===== config.mk =====
export PLATFORM = sky130hd
export DESIGN_NAME = key_debounce_pulse_flat
export DESIGN_NICKNAME = d
export VERILOG_FILES = /design/src/rtl/key_debounce_pulse_pkg.sv /design/src/rtl/key_debounce_pulse_if.sv /design/src/rtl/key_debounce_pulse_sync_2ff.sv /design/src/rtl/key_debounce_pulse.sv /design/src/flat_wrapper.sv
export SDC_FILE = /design/constraint.sdc
export NUM_CORES = 1
export LEC_CHECK = 0
export ABC_AREA = 1
export CAP_MARGIN = 10
export CORE_ASPECT_RATIO = 0.75
export CORE_UTILIZATION = 55
export CTS_CLUSTER_SIZE = 16
export DETAILED_ROUTE_END_ITERATION = 8
export MAX_ROUTING_LAYER = met4
export PLACE_DENSITY_LB_ADDON = 0.15
export SLEW_MARGIN = 20
export SYNTH_ARGS = -nofsm -noshare
export SYNTH_HDL_FRONTEND = slang
export SYNTH_SLANG_ARGS = --single-unit

===== constraint.sdc =====
create_clock -name CLK -period 1.7 [get_ports CLK]
set_input_delay 0.34 -clock CLK [delete_from_list [all_inputs] [get_ports CLK]]
set_output_delay 0.34 -clock CLK [all_outputs]
set_load 0.01 [all_outputs]

===== src/rtl/key_debounce_pulse_pkg.sv =====
// Shared definitions for the key debounce block: FSM state encoding,
// default debounce length and press-counter width.
package key_debounce_pulse_pkg;

  // 20 ms at 50 MHz
  localparam int unsigned DB_CYCLES_DEF = 1000000;
  localparam int unsigned CNT_W_DEF     = 20;
  localparam int unsigned PRESS_W       = 8;

  typedef enum logic [1:0] {
    S_LOW      = 2'b00,
    S_RISE_CHK = 2'b01,
    S_HIGH     = 2'b10,
    S_FALL_CHK = 2'b11
  } db_state_t;

endpackage


===== src/rtl/key_debounce_pulse_if.sv =====
// Key-side signal bundle of the debounce block.
//   KEY_IN    raw asynchronous key level (1 = pressed)
//   KEY_LVL   debounced registered level
//   KEY_RISE  one-cycle pulse on a debounced 0->1
//   KEY_FALL  one-cycle pulse on a debounced 1->0
//   PRESS_CNT count of debounced rises, wraps modulo 256
// master: drives the raw key, observes results. slave: the debouncer.
interface key_debounce_pulse_if;
  import key_debounce_pulse_pkg::*;

  logic               KEY_IN;
  logic               KEY_LVL;
  logic               KEY_RISE;
  logic               KEY_FALL;
  logic [PRESS_W-1:0] PRESS_CNT;

  modport master (
    output KEY_IN,
    input  KEY_LVL, KEY_RISE, KEY_FALL, PRESS_CNT
  );

  modport slave (
    input  KEY_IN,
    output KEY_LVL, KEY_RISE, KEY_FALL, PRESS_CNT
  );
endinterface


===== src/rtl/key_debounce_pulse_sync_2ff.sv =====
// Two-flop synchroniser with synchronous active-high clear, for any
// asynchronous board input.
//   i_clk  clock
//   i_clr  synchronous clear, active-high
//   i_d    asynchronous input
//   o_q    synchronised output (two flops after i_d)
module sync_2ff (
  input  logic i_clk,
  input  logic i_clr,
  input  logic i_d,
  output logic o_q
);
  logic r_s1;
  logic r_s2;

  always_ff @(posedge i_clk) begin
    if (i_clr) begin
      r_s1 <= 1'b0;
      r_s2 <= 1'b0;
    end else begin
      r_s1 <= i_d;
      r_s2 <= r_s1;
    end
  end

  assign o_q = r_s2;
endmodule


===== src/rtl/key_debounce_pulse.sv =====
// Key debouncer: synchronises a raw key level and accepts a new level only
// after it has been seen for DB_CYCLES consecutive clocks. Produces a
// registered level, one-cycle rise/fall pulses and a press counter.
//   CLK  clock, all state on rising edge
//   RST  synchronous active-high reset
//   KEY  key signal bundle (slave side)
module key_debounce_pulse
  import key_debounce_pulse_pkg::*;
#(
  parameter int unsigned DB_CYCLES = DB_CYCLES_DEF,
  parameter int unsigned CNT_W     = CNT_W_DEF
) (
  input  logic                  CLK,
  input  logic                  RST,
  key_debounce_pulse_if.slave   KEY
);

  logic               w_sync;
  logic               w_cnt_done;

  db_state_t          r_state;
  db_state_t          w_state_nxt;
  logic [CNT_W-1:0]   r_cnt;
  logic [CNT_W-1:0]   w_cnt_nxt;
  logic               r_lvl;
  logic               w_lvl_nxt;
  logic               r_rise;
  logic               w_rise_nxt;
  logic               r_fall;
  logic               w_fall_nxt;
  logic [PRESS_W-1:0] r_press;
  logic [PRESS_W-1:0] w_press_nxt;

  sync_2ff u_sync (
    .i_clk (CLK),
    .i_clr (RST),
    .i_d   (KEY.KEY_IN),
    .o_q   (w_sync)
  );

  assign w_cnt_done = (r_cnt == CNT_W'(DB_CYCLES - 1));

  always_ff @(posedge CLK) begin
    if (RST) begin
      r_state <= S_LOW;
      r_cnt   <= '0;
      r_lvl   <= 1'b0;
      r_rise  <= 1'b0;
      r_fall  <= 1'b0;
      r_press <= '0;
    end else begin
      r_state <= w_state_nxt;
      r_cnt   <= w_cnt_nxt;
      r_lvl   <= w_lvl_nxt;
      r_rise  <= w_rise_nxt;
      r_fall  <= w_fall_nxt;
      r_press <= w_press_nxt;
    end
  end

  // Counter defaults to zero so every path that leaves a check state, or
  // sits in a stable state, restarts the confirm count.
  always_comb begin
    w_state_nxt = r_state;
    w_cnt_nxt   = '0;
    w_lvl_nxt   = r_lvl;
    w_rise_nxt  = 1'b0;
    w_fall_nxt  = 1'b0;
    w_press_nxt = r_press;
    case (r_state)
      S_LOW: begin
        if (w_sync) begin
          w_state_nxt = S_RISE_CHK;
          w_cnt_nxt   = CNT_W'(1);
        end
      end
      S_RISE_CHK: begin
        if (!w_sync) begin
          w_state_nxt = S_LOW;
        end else if (w_cnt_done) begin
          w_state_nxt = S_HIGH;
          w_lvl_nxt   = 1'b1;
          w_rise_nxt  = 1'b1;
          w_press_nxt = r_press + PRESS_W'(1);
        end else begin
          w_cnt_nxt   = r_cnt + CNT_W'(1);
        end
      end
      S_HIGH: begin
        if (!w_sync) begin
          w_state_nxt = S_FALL_CHK;
          w_cnt_nxt   = CNT_W'(1);
        end
      end
      S_FALL_CHK: begin
        if (w_sync) begin
          w_state_nxt = S_HIGH;
        end else if (w_cnt_done) begin
          w_state_nxt = S_LOW;
          w_lvl_nxt   = 1'b0;
          w_fall_nxt  = 1'b1;
        end else begin
          w_cnt_nxt   = r_cnt + CNT_W'(1);
        end
      end
      default: begin
        w_state_nxt = S_LOW;
      end
    endcase
  end

  assign KEY.KEY_LVL   = r_lvl;
  assign KEY.KEY_RISE  = r_rise;
  assign KEY.KEY_FALL  = r_fall;
  assign KEY.PRESS_CNT = r_press;

endmodule


===== src/flat_wrapper.sv =====
// flat-port wrapper written by rule: the top's interface ports become plain ports
module key_debounce_pulse_flat import key_debounce_pulse_pkg::*;
#(
  parameter int unsigned DB_CYCLES = DB_CYCLES_DEF,
  parameter int unsigned CNT_W     = CNT_W_DEF
)
  (CLK, RST, KEY_KEY_IN, KEY_KEY_LVL, KEY_KEY_RISE, KEY_KEY_FALL, KEY_PRESS_CNT);
  key_debounce_pulse_if KEY_i ();
  input  logic CLK;
  input  logic RST;
  input wire logic [$bits(KEY_i.KEY_IN)-1:0] KEY_KEY_IN;
  output wire logic [$bits(KEY_i.KEY_LVL)-1:0] KEY_KEY_LVL;
  output wire logic [$bits(KEY_i.KEY_RISE)-1:0] KEY_KEY_RISE;
  output wire logic [$bits(KEY_i.KEY_FALL)-1:0] KEY_KEY_FALL;
  output wire logic [$bits(KEY_i.PRESS_CNT)-1:0] KEY_PRESS_CNT;
  assign KEY_i.KEY_IN = KEY_KEY_IN;
  assign KEY_KEY_LVL = KEY_i.KEY_LVL;
  assign KEY_KEY_RISE = KEY_i.KEY_RISE;
  assign KEY_KEY_FALL = KEY_i.KEY_FALL;
  assign KEY_PRESS_CNT = KEY_i.PRESS_CNT;
  key_debounce_pulse #(.DB_CYCLES(DB_CYCLES), .CNT_W(CNT_W)) u_core (.CLK(CLK), .RST(RST), .KEY(KEY_i));
endmodule

# ---- Yosys cells after proc, flatten, opt, wreduce, memory -nomap -nowiden
# Index checks and enable logic that the tools add are counted.
dict set report word_totals {
  reg_bits 35
  input_bits 3
  out_inout_bits 11
  word_cells 51
}
dict set report classes {
  n_addsub 2
  eq_ne 12
  mux 19
  n_bitwise 3
  reduce_logical 7
}
# op n
set ops {}
lappend ops {{$pmux W20 S4} 1}
lappend ops {{$mux W20} 3}
lappend ops {{$add A20 B1 Y20 const B} 1}
lappend ops {{$eq A20 B20 Y1 const B} 1}
lappend ops {{$mux W2} 6}
lappend ops {{$add A8 B1 Y8 const B} 1}
lappend ops {{$ne A2 B2 Y1 const B} 4}
lappend ops {{$pmux W2 S4} 1}
lappend ops {{$mux W1} 7}
lappend ops {{$ne A3 B2 Y1 const B} 2}
lappend ops {{$reduce_or A3 Y1} 2}
lappend ops {{$reduce_and A5 Y1} 1}
lappend ops {{$eq A2 B2 Y1 const B} 2}
lappend ops {{$ne A2 B1 Y1 const B} 2}
lappend ops {{$reduce_and A4 Y1} 1}
lappend ops {{$not A1 Y1} 3}
lappend ops {{$reduce_and A3 Y1} 1}
lappend ops {{$eq A2 B1 Y1 const B} 1}
lappend ops {{$logic_not A2 Y1} 1}
lappend ops {{$pmux W1 S2} 1}
lappend ops {{$reduce_bool A2 Y1} 1}

# ---- Logic depth before layout (Yosys ltp)
dict set report logic_depth {
  ltp_word 4
  depth_mapped 9
  depth_no_buf 9
}

# ---- Hierarchy
# A second synthesis with hierarchy kept.
dict set report hier_totals {
  cells_unflattened 274
  hier_area_um2 1943.1
}
# mod instances cells_per_inst area_each_um2 seq_area_each_um2
set modules_own_cells {}
lappend modules_own_cells {key_debounce_pulse 1 268 1888.1 660.6}
lappend modules_own_cells {sync_2ff 1 6 55.1 40.0}

# ---- Worst setup path after synthesis
# No wires, ideal clock.
dict set report synth_timing {
  path_kind {reg-to-reg}
  start {register u_core.r_cnt[0]}
  end {register u_core.r_cnt[16]}
  setup_time_ns 0.115
  arrival_ns 1.267
  t_required_ns 1.585
  slack_ns 0.318
  stages_incl_launch_ff 8
  path_buffers 1
  synth_period_minus_slack_ns 1.382
  cell_sequence {dfxtp_1 > ha_1 > nand3_1 > nor2_1 > nand3_1 > nand3_2 > buf_6 > nor2_1}
}
dict set report synth_via {
  elab_chain_len 4
  word_cells_on_any_way 6
  classes_between {add/sub (1); eq/ne (1); mux (4)}
}
# element line
set synth_rtl {}
lappend synth_rtl {{start, declared} key_debounce_pulse.sv:23} ;# logic [CNT_W-1:0] r_cnt;
lappend synth_rtl {{start signal, assigned} key_debounce_pulse.sv:53} ;# r_cnt <= w_cnt_nxt;
lappend synth_rtl {{$add A20 B1 Y20 / $eq A20 B20 Y1 (equally long branches)} {key_debounce_pulse.sv:86, key_debounce_pulse.sv:103, key_debounce_pulse.sv:41}}
lappend synth_rtl {{$mux W20 *} {key_debounce_pulse.sv:80, key_debounce_pulse.sv:98}}
lappend synth_rtl {{$mux W20 (on tied branches)} {key_debounce_pulse.sv:96, key_debounce_pulse.sv:78}}
lappend synth_rtl {{$pmux W20 S4 *} key_debounce_pulse.sv:70} ;# case (r_state)
# Every way passes the cells marked *; elsewhere a longest branch is shown, timed or not.
# A chain may end at the register's enable or synchronous reset.

# ---- Final worst setup path
dict set report layout_timing {
  start {register u_core.r_press[2] (netlist: u_core.KEY.PRESS_CNT[2])}
  end {output port KEY_PRESS_CNT[2]}
}
# element line
set layout_lines {}
lappend layout_lines {{start, declared} key_debounce_pulse.sv:31} ;# logic [PRESS_W-1:0] r_press;
lappend layout_lines {{start signal, assigned} key_debounce_pulse.sv:57} ;# r_press <= w_press_nxt;
lappend layout_lines {{end, declared} flat_wrapper.sv:15} ;# output wire logic [$bits(KEY_i.PRESS_CNT)-1:0] KEY_PRESS_CNT;
# No word-level cell between the ends.

==> flow_metrics.tcl <==
set metrics [dict create \
    status "finished, final reports clean" \
    die_h_um 51.2 \
    drive_gt1_share_pct 9.62 \
    cts_tree "built" \
    area_growth_pct 20.2 \
    grtUsageTotal_pct 26.8 \
    crit_path_start_kind "register" \
    wl_per_cell_um 12.0 \
    syn_avg_cell_area_um2 6.70 \
    synth_compound_area_share_pct 4.37 \
    fin_util_pct 71.1 \
    max-cap-violations 0 \
    grt_max_degree 17 \
    critPathSlowestCell "clkdlybuf4s50_1" \
    power_frac_clock_pct 51.4 \
    clkTransAtPathRegs_ns 0.07 \
    ys_seq_area_share_pct 39.5 \
    synth_cell_types 22 \
    hp-class "reg2reg" \
    finalClockSkew_ns 0.00637 \
    dp_hpwl_um 3000 \
    grt_antenna_before_repair 0 \
    cp_top_family "buffers and inverters" \
    sequentialPowerShare_pct 47.2 \
    post-place-cells 321 \
    critPathKind "reg2out" \
    min_period_ns 1.62 \
    powerDensity_nw_per_um2 819 \
    grt_pass1_vias 1479 \
    synth_area_leader_cell "dfxtp_1" \
    syn_nets 270 \
    design_area_um2 2130 \
    h-tree-depth 2 \
    num_vias 1708 \
    nets 295 \
    synth_cells 265 \
    path_cells "clkdlybuf4s50_1" \
    yosys.area.top_type_share_pct 39.5 \
    cp.required_ns 1.36 \
    postCtsResizedCells 0 \
    holdBufCountCts 0 \
    cts-root-buf "clkbuf_8" \
    first_pass_iters 4 \
    crit_path_max_incr_delay_ns 0.57 \
    async_reset_ff_share_pct 0 \
    synth_xor_xnor_area_share_pct 6.42 \
    clk_latency_ns 0.29 \
    hold_viol_final 0 \
    gp_congestion 0.939 \
    vias_per_cell 5.19 \
    intPower_mw 1.42 \
    num_rows 17 \
    post_cts_buffers 0 \
    synth_area_um2 1770 \
    synthTopCellsByCount "nand2_1, nor2_1, dfxtp_1" \
    ir_drop_uv 569 \
    max_freq_ghz 0.618 \
    synth_adder_area_share_pct 1.41 \
    drtIter0Drc 140 \
    drt_wl_total_um 3960 \
    crit_buf_inv 1 \
    synth_mux_area_share_pct 0 \
    cts_sinks 35 \
    slew_headroom_pct 72.9 \
    portBuffers 13 \
    synth.area.top_cells "dfxtp_1, nand2_1, nor2_1" \
    arrival_ns 1.28 \
    slew_violations 0 \
    synth_ff_type "dfxtp_1" \
    p_sw_mw 0.329 \
    power_frac_comb_pct 1.4 \
    numCtsBuffers 5 \
    place_area_um2 1990 \
    grt_overflow_total 0 \
    setup_violations 0 \
    clk_path_buf_depth 2 \
    worst_pin_slew_ns 0.406 \
    rsz0062_at_grt "no" \
    setup_tns_ns 0 \
    antennaDiodeCount 0 \
    cp-end-kind "primary output" \
    core_um2 3000 \
    ant_nets 0 \
    cellLeakagePower_nw 0.765 \
    drc 0 \
    swShare_pct 18.8 \
    fin_crit_sh_pct 95.2 \
    grt_pass1_wl_um 6600 \
    synth_edf_count 0 \
    start_util_pct 59.2 \
    die_w_um 67.6 \
    die-area_um2 3460 \
    ys.warnings.count 0 \
    critPathMaxFanout 6 \
    top_level_ports 14 \
    ys_seq_elements 35 \
    synth.most_common_cell "nand2_1" \
    instances_no_fill 329 \
    synth_top_family_by_area "simple AND/OR/NAND/NOR gates" \
    synthSimpleGateAreaFrac_pct 40.7 \
    timing.hold.ws_ns 0.409 \
]
stage by stage:
step	setup WS (ns)	power (mW)
floorplan	0.318	0.855
global placement	0.0319	0.867
detailed placement	-0.0647	0.867
CTS	0.0729	1.76
global route	0.00398	1.79
finish	0.0815	1.75
final timing paths:
check                                        startpoint                      end  slack [ns]  depth (start not counted)
worst min-delay path                 u_core.u_sync.r_s1        u_core.u_sync.o_q        0.41                          2
worst min register to register       u_core.u_sync.r_s1        u_core.u_sync.o_q        0.41                          2
worst max register to register          u_core.r_cnt[1]  u_core.KEY.PRESS_CNT[0]        0.16                          6
worst max-delay path            u_core.KEY.PRESS_CNT[2]         KEY_PRESS_CNT[2]        0.08                          1
sequential cells by signal (all words and copies together), names as in the netlist, named ones only:
signal and count:
u_core.KEY.KEY_LVL 1, u_core.r_cnt 20, u_core.u_sync.o_q 1, u_core.u_sync.r_s1 1
u_core.KEY.KEY_RISE 1, u_core.r_state 1, u_core.KEY.KEY_FALL 1, u_core.KEY.PRESS_CNT 8
metal layers:
layer | track usage [%] | vias up | part of all wire (%)
li1 | - | 883 | -
met1 | 38.5 | 774 | 52
met2 | 34.8 | 45 | 40
met3 | 8.26 | 6 | 7.1
met4 | 9.22 | 0 | 1.1
met5 | - | - | 0
cell families after synthesis:
group,after synthesis
buf+inv,34
simple gates,166
xor+xnor,13
compound gates,15
fa+ha+maj,2
flops,35
placed cells by master, fill, tap and decap left out:
master	instances
nand2_1	69
nor2_1	53
dfxtp_1	35
inv_1	30
clkdlybuf4s50_1	13
nand3_1	11
nor3_1	10
nand4_1	9
a21oi_1	9
nor2_2	8
xor2_1	8
buf_4	7
xnor2_1	5
clkbuf_8	5
o21ai_0	4
inv_2	2
nand3b_1	2
ha_1	2
bufinv_16	2
nand3_4	1
nand3_2	1
nor2_4	1
nor4_1	1
a31oi_1	1
o22ai_1	1
clkinvlp_4	1
final cells by class:
type	instances	area [um2]
Clock buffer	5	68.8
Clock inverter	3	67.6
Fill cell	261	866
Inverter	32	120
Multi-Input combinational cell	196	946
Sequential cell	35	701
Tap cell	38	47.5
Timing Repair Buffer	20	183
power groups by stage:
stage | logic (mW) | clock network (mW) | registers [mW]
floorplan | 0.0111 | 0 | 0.844
global placement | 0.0239 | 0 | 0.843
detailed placement | 0.0243 | 0 | 0.843
CTS | 0.0244 | 0.908 | 0.824
global route | 0.0280 | 0.938 | 0.824
finish | 0.0252 | 0.898 | 0.824
Note: power is estimated with default switching activity, not from simulation.
